$ cat config.mk
export PLATFORM = sky130hd
export DESIGN_NAME = seg7_bcd_capture
export DESIGN_NICKNAME = d
export VERILOG_FILES = /design/src/rtl/seg7_bcd_capture.sv
export SDC_FILE = /design/constraint.sdc
export NUM_CORES = 1
export LEC_CHECK = 0
export CORE_ASPECT_RATIO = 0.75
export CORE_UTILIZATION = 45
export DETAILED_ROUTE_END_ITERATION = 16
export PLACE_DENSITY = 0.66
export SLEW_MARGIN = 20
export SYNTH_ARGS = -nofsm -noshare
export SYNTH_HDL_FRONTEND = slang
export SYNTH_SLANG_ARGS = --single-unit
$ cat constraint.sdc
create_clock -name clk -period 3 [get_ports clk]
set_clock_uncertainty 0.2 [all_clocks]
set_input_delay 0.45 -clock clk [delete_from_list [all_inputs] [get_ports clk]]
set_output_delay 0.45 -clock clk [all_outputs]
set_load 0.01 [all_outputs]
$ cat src/rtl/seg7_bcd_capture.sv
// Snoops a muxed active-low 7-seg bus, debounces each digit and rebuilds a BCD frame.
// Latency: capture STABLE_CYC edges after a digit settles, frame_valid one edge later; no backpressure.
module seg7_bcd_capture #(
  parameter int DIGITS     = 4,
  parameter int STABLE_CYC = 3
) (
  input  logic                  clk,
  input  logic                  rst_n,
  input  logic                  a,
  input  logic                  b,
  input  logic                  c,
  input  logic                  d,
  input  logic                  e,
  input  logic                  f,
  input  logic                  g,
  input  logic [DIGITS-1:0]     an,
  output logic [4*DIGITS-1:0]   bcd,
  output logic                  frame_valid,
  output logic [DIGITS-1:0]     digit_err
);

  localparam logic [3:0] STABLE = 4'(STABLE_CYC);

  logic [6:0]          pat_in;
  logic [6:0]          pat_q;
  logic [DIGITS-1:0]   an_q;
  logic [3:0]          cnt_q;
  logic                captured_q;
  logic [DIGITS-1:0]   mask_q;
  logic [DIGITS-1:0]   err_sh_q;
  logic [4*DIGITS-1:0] shadow_q;
  logic                pend_q;

  logic [DIGITS-1:0]   sel_oh;
  logic                sel_ok;
  logic                same;
  logic                cap;
  logic [3:0]          cnt_d;
  logic                captured_d;
  logic [DIGITS-1:0]   cap_oh;
  logic [DIGITS-1:0]   mask_base;
  logic [DIGITS-1:0]   mask_new;
  logic [4:0]          dec;

  assign pat_in = {a, b, c, d, e, f, g};

  // {invalid, bcd}; blank is a legal pattern, not an error
  function automatic logic [4:0] decode(input logic [6:0] p);
    case (p)
      7'b0000001: decode = 5'h00;
      7'b1001111: decode = 5'h01;
      7'b0010010: decode = 5'h02;
      7'b0000110: decode = 5'h03;
      7'b1001100: decode = 5'h04;
      7'b0100100: decode = 5'h05;
      7'b0100000: decode = 5'h06;
      7'b1100000: decode = 5'h06;
      7'b0001111: decode = 5'h07;
      7'b0000000: decode = 5'h08;
      7'b0000100: decode = 5'h09;
      7'b0001100: decode = 5'h09;
      7'b1111111: decode = 5'h0F;
      default:    decode = 5'h1E;
    endcase
  endfunction

  // Count tracks runs of the held sample; the incoming sample extends or restarts it.
  always_comb begin
    sel_oh     = ~an;
    sel_ok     = (sel_oh != '0) && ((sel_oh & (sel_oh - DIGITS'(1))) == '0);
    same       = ({pat_in, an} == {pat_q, an_q});
    cnt_d      = '0;
    captured_d = 1'b0;
    cap        = 1'b0;
    if (sel_ok) begin
      if (!same) begin
        cnt_d = 4'd1;
      end else begin
        cnt_d      = (cnt_q < STABLE) ? cnt_q + 4'd1 : cnt_q;
        cap        = (cnt_d == STABLE) && !captured_q;
        captured_d = captured_q | cap;
      end
    end
    cap_oh    = cap ? sel_oh : '0;
    dec       = decode(pat_q);
    mask_base = pend_q ? '0 : mask_q;
    mask_new  = mask_base | cap_oh;
  end

  always_ff @(posedge clk or negedge rst_n) begin
    if (!rst_n) begin
      pat_q       <= 7'h7F;
      an_q        <= '1;
      cnt_q       <= '0;
      captured_q  <= 1'b0;
      mask_q      <= '0;
      err_sh_q    <= '0;
      shadow_q    <= '1;
      pend_q      <= 1'b0;
      bcd         <= '1;
      frame_valid <= 1'b0;
      digit_err   <= '0;
    end else begin
      pat_q       <= pat_in;
      an_q        <= an;
      cnt_q       <= cnt_d;
      captured_q  <= captured_d;
      mask_q      <= mask_new;
      pend_q      <= cap && (&mask_new);
      frame_valid <= pend_q;
      if (pend_q) begin
        bcd       <= shadow_q;
        digit_err <= err_sh_q;
      end
      for (int k = 0; k < DIGITS; k++) begin
        if (cap_oh[k]) begin
          shadow_q[4*k +: 4] <= dec[3:0];
          err_sh_q[k]        <= dec[4];
        end
      end
    end
  end

endmodule

## Word level (Yosys, flattened, before mapping)

Index checks and enable logic that the tools add are counted.
W data, S select, Z words.

- Equality and inequality tests: 14
- Add/subtract/negate cells: 2
- Bitwise gates (word level): 4
- Reduce and logical (&&, ||, !) cells: 10
- $lt $le $gt $ge: 1
- Mux-type cells: 10

Operators with widths:

| operator | count |
|---|---|
| $pmux W5 S11 | 1 |
| $eq A7 B7 Y1 const B | 4 |
| $mux W4 | 5 |
| $eq A7 B3 Y1 const B | 2 |
| $eq A7 B4 Y1 const B | 2 |
| $eq A7 B6 Y1 const B | 2 |
| $eq A11 B11 Y1 | 1 |
| $eq A7 B1 Y1 const B | 1 |
| $eq A7 B5 Y1 const B | 1 |
| $logic_not A7 Y1 | 1 |
| $add A4 B1 Y4 const B | 1 |
| $and A4 B4 Y4 | 1 |
| $eq A4 B2 Y1 const B | 1 |
| $logic_not A4 Y1 | 1 |
| $lt A4 B2 Y1 const B | 1 |
| $mux W1 | 4 |
| $not A4 Y4 | 1 |
| $or A4 B4 Y4 | 1 |
| $reduce_and A4 Y1 | 1 |
| $reduce_bool A4 Y1 | 1 |
| $reduce_or A2 Y1 | 2 |
| $sub A4 B1 Y4 const B | 1 |
| $logic_and A1 B1 Y1 | 3 |
| $logic_not A1 Y1 | 1 |
| $or A1 B1 Y1 | 1 |

- Bits of input ports: 13
- Register bits: 62
- Word-level logic and storage cells: 58
- Output and inout port bits: 21

## Longest topological paths before layout

Gate-level depths: netlist of the first run.

- Depth after elaboration: 10
- Mapped depth: 7

## Least setup slack after synthesis of the first run

Ideal clock, no wire load.

- Kind: register to register
- Start point: reg cnt_q[0]
- End point: reg err_sh_q[0]
- Data arrival time: 2.406 ns
- Cell stages (with the launch flop): 8
- Setup time: 0.125 ns
- Setup slack: 0.269 ns
- Period minus slack after synthesis: 2.731 ns
- Path through: dfrtp_1 -> ha_1 -> nor3b_2 -> a31oi_1 -> or4_1 -> or3_4 -> nor4_4 -> mux2_2

- Longest elaborated chain between the ends: 7
- Elaborated cells between the ends (all ways): 8
- Classes of those cells: 1 x add/sub; 1 x order compare; 1 x eq/ne; 4 x mux; 1 x reduce/logical

Ends and longest elaborated chain:

| item | RTL line | RTL |
|---|---|---|
| from (decl) | 27 | `logic [3:0] cnt_q;` |
| from (signal assigned) | 106 | `cnt_q <= cnt_d;` |
| $add A4 B1 Y4 / $lt A4 B2 Y1 (equally long branches) | 79 | `cnt_d = (cnt_q < STABLE) ? cnt_q + 4'd1 : cnt_q;` |
| $mux W4 (*) | 79 |  |
| $eq A4 B2 Y1 (*) | 80 | `cap = (cnt_d == STABLE) && !captured_q;` |
| $logic_and A1 B1 Y1 (*) | 80 |  |
| $mux W1 (*) | 76 | `if (!same) begin` |
| $mux W1 (*) | 75 | `if (sel_ok) begin` |
| $mux W4 (*) | 84 | `cap_oh = cap ? sel_oh : '0;` |
| to (signal, indexed assignment) | 118 | `err_sh_q[k] <= dec[4];` |
| to (decl) | 30 | `logic [DIGITS-1:0] err_sh_q;` |

Mark *: on every way between the ends. The rest lies on a longest branch, timed or not.
A chain may end at the register's enable or synchronous reset.

## Worst setup path after layout of the first run

- Start point: reg cnt_q[0]
- End point: reg err_sh_q[3]

Same word-level chain as after synthesis.

==> results of run 1 <==
worst max-delay path, stage by stage (launching register included):
cell and delay [ps]:
dfrtp_1 430, ha_1 320, nor3b_2 160, a31oi_1 80, or4_4 440, or3_4 450
nor3_4 360, mux2_2 370
report_power, final:
part           total, mW  leakage, nW  internal, mW  switching, mW
combinational      0.105        0.665        0.0454         0.0596
sequential         0.871        0.710         0.854         0.0166
clock              0.803        0.110         0.488          0.315
layer usage:
metal | global-route usage (%) | up-vias | wire length, um
li1 | - | 845 | -
met1 | 25.8 | 895 | 2600
met2 | 25.5 | 34 | 2300
met3 | 6.21 | 8 | 237
met4 | 5.64 | 0 | 62
met5 | 0 | - | 0
worst max-delay path by stage:
stage	slack (ps)	depth (start not counted)	endpoint	start
2_1_floorplan	270	7	err_sh_q[0]$_DFFE_PN0P_	cnt_q[0]$_DFF_PN0_
3_3_place_gp	80	7	err_sh_q[3]$_DFFE_PN0P_	an[1]
3_5_place_dp	60	7	err_sh_q[3]$_DFFE_PN0P_	an[1]
4_1_cts	50	7	err_sh_q[3]$_DFFE_PN0P_	cnt_q[0]$_DFF_PN0_
5_1_grt	-0.8	7	err_sh_q[3]$_DFFE_PN0P_	cnt_q[0]$_DFF_PN0_
6_report	70	7	err_sh_q[3]$_DFFE_PN0P_	cnt_q[0]$_DFF_PN0_
cell families after synthesis:
| family | count (synthesis) | synth area share (%) |
|---|---|---|
| mux | 43 | 17.2 |
| xor+xnor | 14 | 4.39 |
| compound gates | 23 | 5.78 |
| buf+inv | 17 | 2.69 |
| flops | 62 | 57.5 |
| fa+ha+maj | 1 | 0.448 |
| simple gates | 50 | 12.0 |
Yosys cell counts (all sizes together):
| master | n |
|---|---|
| a2111oi | 1 |
| dfrtp | 19 |
| o21ai | 3 |
| a211oi | 1 |
| nand2 | 6 |
| xnor2 | 5 |
| xor2 | 9 |
| a31oi | 2 |
| o311ai | 1 |
| or3 | 3 |
| dfstp | 43 |
| nor3 | 7 |
| or4 | 1 |
| nand3 | 7 |
| and4 | 1 |
| buf | 5 |
| nand3b | 1 |
| mux2i | 3 |
| o32ai | 1 |
| a221oi | 1 |
| mux2 | 40 |
| nand4 | 2 |
| ha | 1 |
| o41ai | 1 |
| nor2 | 8 |
| nand2b | 4 |
| o21a | 1 |
| and2 | 2 |
| nor3b | 1 |
| nor4 | 6 |
| o22ai | 1 |
| clkbuf | 5 |
| a21o | 4 |
| and4b | 1 |
| inv | 7 |
| a21oi | 6 |
area by class of cell:
class | count | area share (%)
clock buffers | 12 | 4.17
clock inverters | 4 | 2.02
inverters | 7 | 0.756
multi-input cells | 131 | 32.1
flip-flops and latches | 62 | 46.2
well taps | 78 | 2.81
repair buffers | 45 | 12.0
state kept, by name, summed over array words and instances (netlist names):
signal,flops
shadow_q,16
captured_q,1
err_sh_q,4
bcd,16
mask_q,4
pat_q,7
pend_q,1
frame_valid,1
digit_err,4
cnt_q,4
an_q,4
what timing repair did:
action                                  CTS  global route
hold buffers                              1             0
endpoints found under the hold margin    10             0
setup buffers                             0             1
endpoints found under the setup margin    0             5
gates resized for setup                   0             1
==> results.yml, run 1 <==
yosys:
  syn-cell-area_um2: 2790
  ys_ff_latch: 62
  ys_types: 44
  netlist.top_cell.by_area: "dfstp_2"
  synthCells: 210
  synth_area_leaders: "dfstp_2 40%, dfrtp_1 17%, mux2_2 16%"
  synth-seq-area-share_pct: 57.5
  synth_top_area_share_pct: 40.5
  synth_warnings: 0
  syn_nets: 224
  postSynthAreaPerCell_um2: 13.3
detailed_routing:
  first_iter_violations: 41
  vias: 1782
  drtAntennaViolNets: 0
  routed_wl_mm: 5.19
  drc: 0
  dr.pass1.iters: 4
  wl_per_cell_um: 15.3
  via_per_inst: 5.26
final_layout:
  diodes: 0
  final_nets: 270
  final_util_pct: 59.1
  final_cells: 339
  multi_input_area_um2: 1110
  fin_area_um2: 3480
  mostFrequentLayoutCells: "43 x dfstp_2, 39 x mux2_2, 32 x clkdlybuf4s50_1"
  fill_cells: 509
  final_common_cell: "dfstp_2"
  seq_area_um2: 1610
  drive_gt1_share_pct: 45.6
  area_growth_pct: 24.6
global_routing:
  grt_overflow: 0
  grt_pass1_wl_mm: 8.86
  grt_pass1_vias: 1761
  grt_max_degree: 35
  track_usage_pct: 18.0
  antenna_found_initial: 0
placed_design:
  dpl_worst_slack_ps: 62.7
  dp_cells: 321
  dpl-instance-area_um2: 3240
  place.gp.congestion: 0.841
  portBuffers: 33
  hpwlAfterDp_mm: 3.58
run_status:
  status: "complete, no violations"
timing:
  fin_tns_setup_ps: 0
  period_share_pct: 97.7
  whs_ps: 283
  fmax_mhz: 341
  fin_ws_ps: 69.9
  maxSlewViolCount: 0
  slew_headroom_pct: 30.0
  max_slew.worst_pin.slew_ps: 1040
  setup_violations: 0
  hold_viol_final: 0
  final.min_clock_period_ps: 2930
clock_tree:
  h-tree-depth: 3
  cts-root-buf: "clkbuf_8"
  clkLatencyLatePin_ps: 340
  clk_pin_slew_ps: 70
  cts_tree: "built"
  numCtsBuffers: 9
  clkSinkCount: 62
  clk_path_buf_depth: 2
worst_hold_path:
  whs_path_depth: 1
  hp-start: "mask_q[1]$_DFF_PN0_"
  worstHoldEndpoint: "mask_q[1]$_DFF_PN0_"
  hold_class: "register to register"
setup_path:
  worstPathRequired_ps: 3030
  worstPathArrival_ps: 2960
  worstSetupPathType: "register to register"
  start_kind: "register"
  worstReg2RegEnd: "err_sh_q[3]$_DFFE_PN0P_"
  r2r_setup_slack_ps: 70
  r2r_start: "cnt_q[0]$_DFF_PN0_"
  end_kind: "register"
  rr_worst_depth: 7
  crit_fanout: 6
power:
  fin_total_pwr_mw: 1.78
  power_leakage_nw: 1.49
  ir_drop_mv: 0.290
  power.density_nw_per_um2: 512
floorplanning:
  coreArea_um2: 5890
  fp.dieW_um: 92.9
  rows: 24
  die_h_um: 70.2
  start_util_pct: 47.4
  die-area_um2: 6530
  num_io_pins: 34
flow_run:
  max-cap-violations: 0
(Power assumes the default switching activity.)
==> run 2, diff against run 1 <==
CTS_CLUSTER_SIZE = 8   (was not set)
PLACE_DENSITY = 0.77   (was 0.66)
==> results.yml, run 2 (synthesis gave the netlist of run 1 again) <==
global_routing:
  grt_pass1_wl_mm: 9.06
  grt_pass1_vias: 1824
  met3_usage_pct: 7.84
  gr-max-usage-layer: "met2"
  track_usage_pct: 18.6
  use_met2_pct: 27.2
  grt_max_degree: 35
  grt_overflow: 0
  met1_usage_pct: 25.3
  antenna_found_initial: 0
clock_tree:
  clk_path_buf_depth: 2
  clkSinkCount: 62
  h-tree-depth: 3
  cts_resized: 0
  clk_pin_slew_ps: 70
  cts-root-buf: "clkbuf_8"
  clkLatencyLatePin_ps: 350
  cts_tree: "built"
  numCtsBuffers: 9
final_layout:
  multi_input_area_um2: 1110
  final_common_cell: "dfstp_2"
  fill_cells: 501
  diodes: 0
  final_util_pct: 58.4
  drive_gt1_share_pct: 45.4
  top_regs: "bcd: 16 flops, shadow_q: 16 flops, pat_q: 7 flops"
  seq_area_um2: 1610
  area_growth_pct: 23.1
  final_nets: 269
  mostFrequentLayoutCells: "43 x dfstp_2, 39 x mux2_2, 32 x clkdlybuf4s50_1"
setup_path:
  rr_worst_depth: 7
  worst-path-buf-inv: 0
  r2r_setup_slack_ps: 150
  crit_family: "simple AND/OR/NAND/NOR gates"
  worstReg2RegEnd: "err_sh_q[1]$_DFFE_PN0P_"
  end_kind: "register"
  worstPathArrival_ps: 2880
  slowest_stage: "or4_1"
  crit_chain: "ha_1 -> nor3b_2 -> a31oi_1 -> or4_1 -> or3_4 -> nor3_4 -> mux2_2"
  crit_fanout: 6
  r2r_start: "cnt_q[0]$_DFF_PN0_"
  worstPathRequired_ps: 3030
  slowest_delay_ps: 450
  worstSetupPathType: "register to register"
  start_kind: "register"
timing:
  setup_violations: 0
  final.min_clock_period_ps: 2850
  slew_headroom_pct: 30.1
  rsz0062_at_grt: "no"
  hold_viol_final: 0
  max_slew.worst_pin.slew_ps: 1040
  period_share_pct: 95.2
  fin_tns_setup_ps: 0
  fmax_mhz: 350
  maxSlewViolCount: 0
detailed_routing:
  first_iter_violations: 64
  routed_wl_mm: 5.17
  via_per_inst: 5.25
  drtAntennaViolNets: 0
  wl_per_cell_um: 15.3
  dr.pass1.iters: 4
  vias: 1773
  drc: 0
worst_hold_path:
  whs_path_depth: 1
  hp-start: "mask_q[3]$_DFF_PN0_"
  worstHoldEndpoint: "mask_q[3]$_DFF_PN0_"
  hold_class: "register to register"
placed_design:
  portBuffers: 33
  place.gp.congestion: 0.875
  hpwlAfterDp_mm: 3.60
floorplanning:
  die-area_um2: 6530
  fp.dieW_um: 92.9
  coreArea_um2: 5890
  num_io_pins: 34
  start_util_pct: 47.4
  rows: 24
  die_h_um: 70.2
power:
  ir_drop_mv: 0.281
  power_leakage_nw: 1.46
  power.density_nw_per_um2: 480
run_status:
  status: "complete, no violations"
flow_run:
  max-cap-violations: 0
run 2: layer usage:
| metal | routed length, um | share of wire (%) |
|---|---|---|
| met5 | 0 | 0 |
| met4 | 53 | 1.0 |
| met3 | 258 | 5.0 |
| met2 | 2310 | 45 |
| met1 | 2550 | 49 |
run 2: worst register-to-register path: cells and delay by family (launching register included):
family,cells,cell delay (ps)
and+or+nand+nor,4,1370
AOI/OAI and AO/OA,1,60
adders and majority gates,1,310
DFF,1,420
muxes,1,380
run 2: per-stage QoR:
| stage | setup WS, ps | hold slack [ps] | total power, mW | area (um2) | std cells |
|---|---|---|---|---|---|
| 2_1_floorplan | 269 | -45.6 | 0.931 | 2790 | 210 |
| 3_5_place_dp | 50.4 | 269 | 0.986 | 3240 | 321 |
| 3_3_place_gp | 103 | 263 | 0.984 | 3240 | 321 |
| 4_1_cts | 102 | 285 | 1.67 | 3440 | 338 |
| 6_report | 145 | 283 | 1.65 | 3440 | 338 |
| 5_1_grt | 13.0 | 298 | 1.72 | 3440 | 338 |
run 2: layout make-up:
class | count | area share (%)
flip-flops and latches | 62 | 46.7
multi-input cells | 131 | 32.3
repair buffers | 44 | 11.9
clock buffers | 13 | 4.91
well taps | 78 | 2.84
inverters | 7 | 0.764
clock inverters | 3 | 0.510
run 2: timing repair:
| item | CTS | global route |
|---|---|---|
| setup buffers | 0 | 0 |
| hold buffers | 1 | 0 |
| hold endpoints to repair | 9 | 0 |
| setup endpoints to repair | 0 | 4 |
run 2: how the worst max path moves through the flow:
| stage | start | endpoint | slack (ps) | cells after the start |
|---|---|---|---|---|
| final | cnt_q[0]$_DFF_PN0_ | err_sh_q[1]$_DFFE_PN0P_ | 150 | 7 |
| after CTS | cnt_q[0]$_DFF_PN0_ | err_sh_q[3]$_DFFE_PN0P_ | 100 | 7 |
| after global routing | cnt_q[0]$_DFF_PN0_ | err_sh_q[2]$_DFFE_PN0P_ | 10 | 8 |
| after global placement | an[1] | err_sh_q[3]$_DFFE_PN0P_ | 100 | 7 |
| after floorplan | cnt_q[0]$_DFF_PN0_ | err_sh_q[0]$_DFFE_PN0P_ | 270 | 7 |
| after detailed placement | an[1] | err_sh_q[3]$_DFFE_PN0P_ | 50 | 7 |
run 2: power breakdown:
part / total (mW) / switching [mW] / internal (mW)
logic: 0.102 / 0.0579 / 0.0446
clock network: 0.675 / 0.311 / 0.364
registers: 0.871 / 0.0165 / 0.854
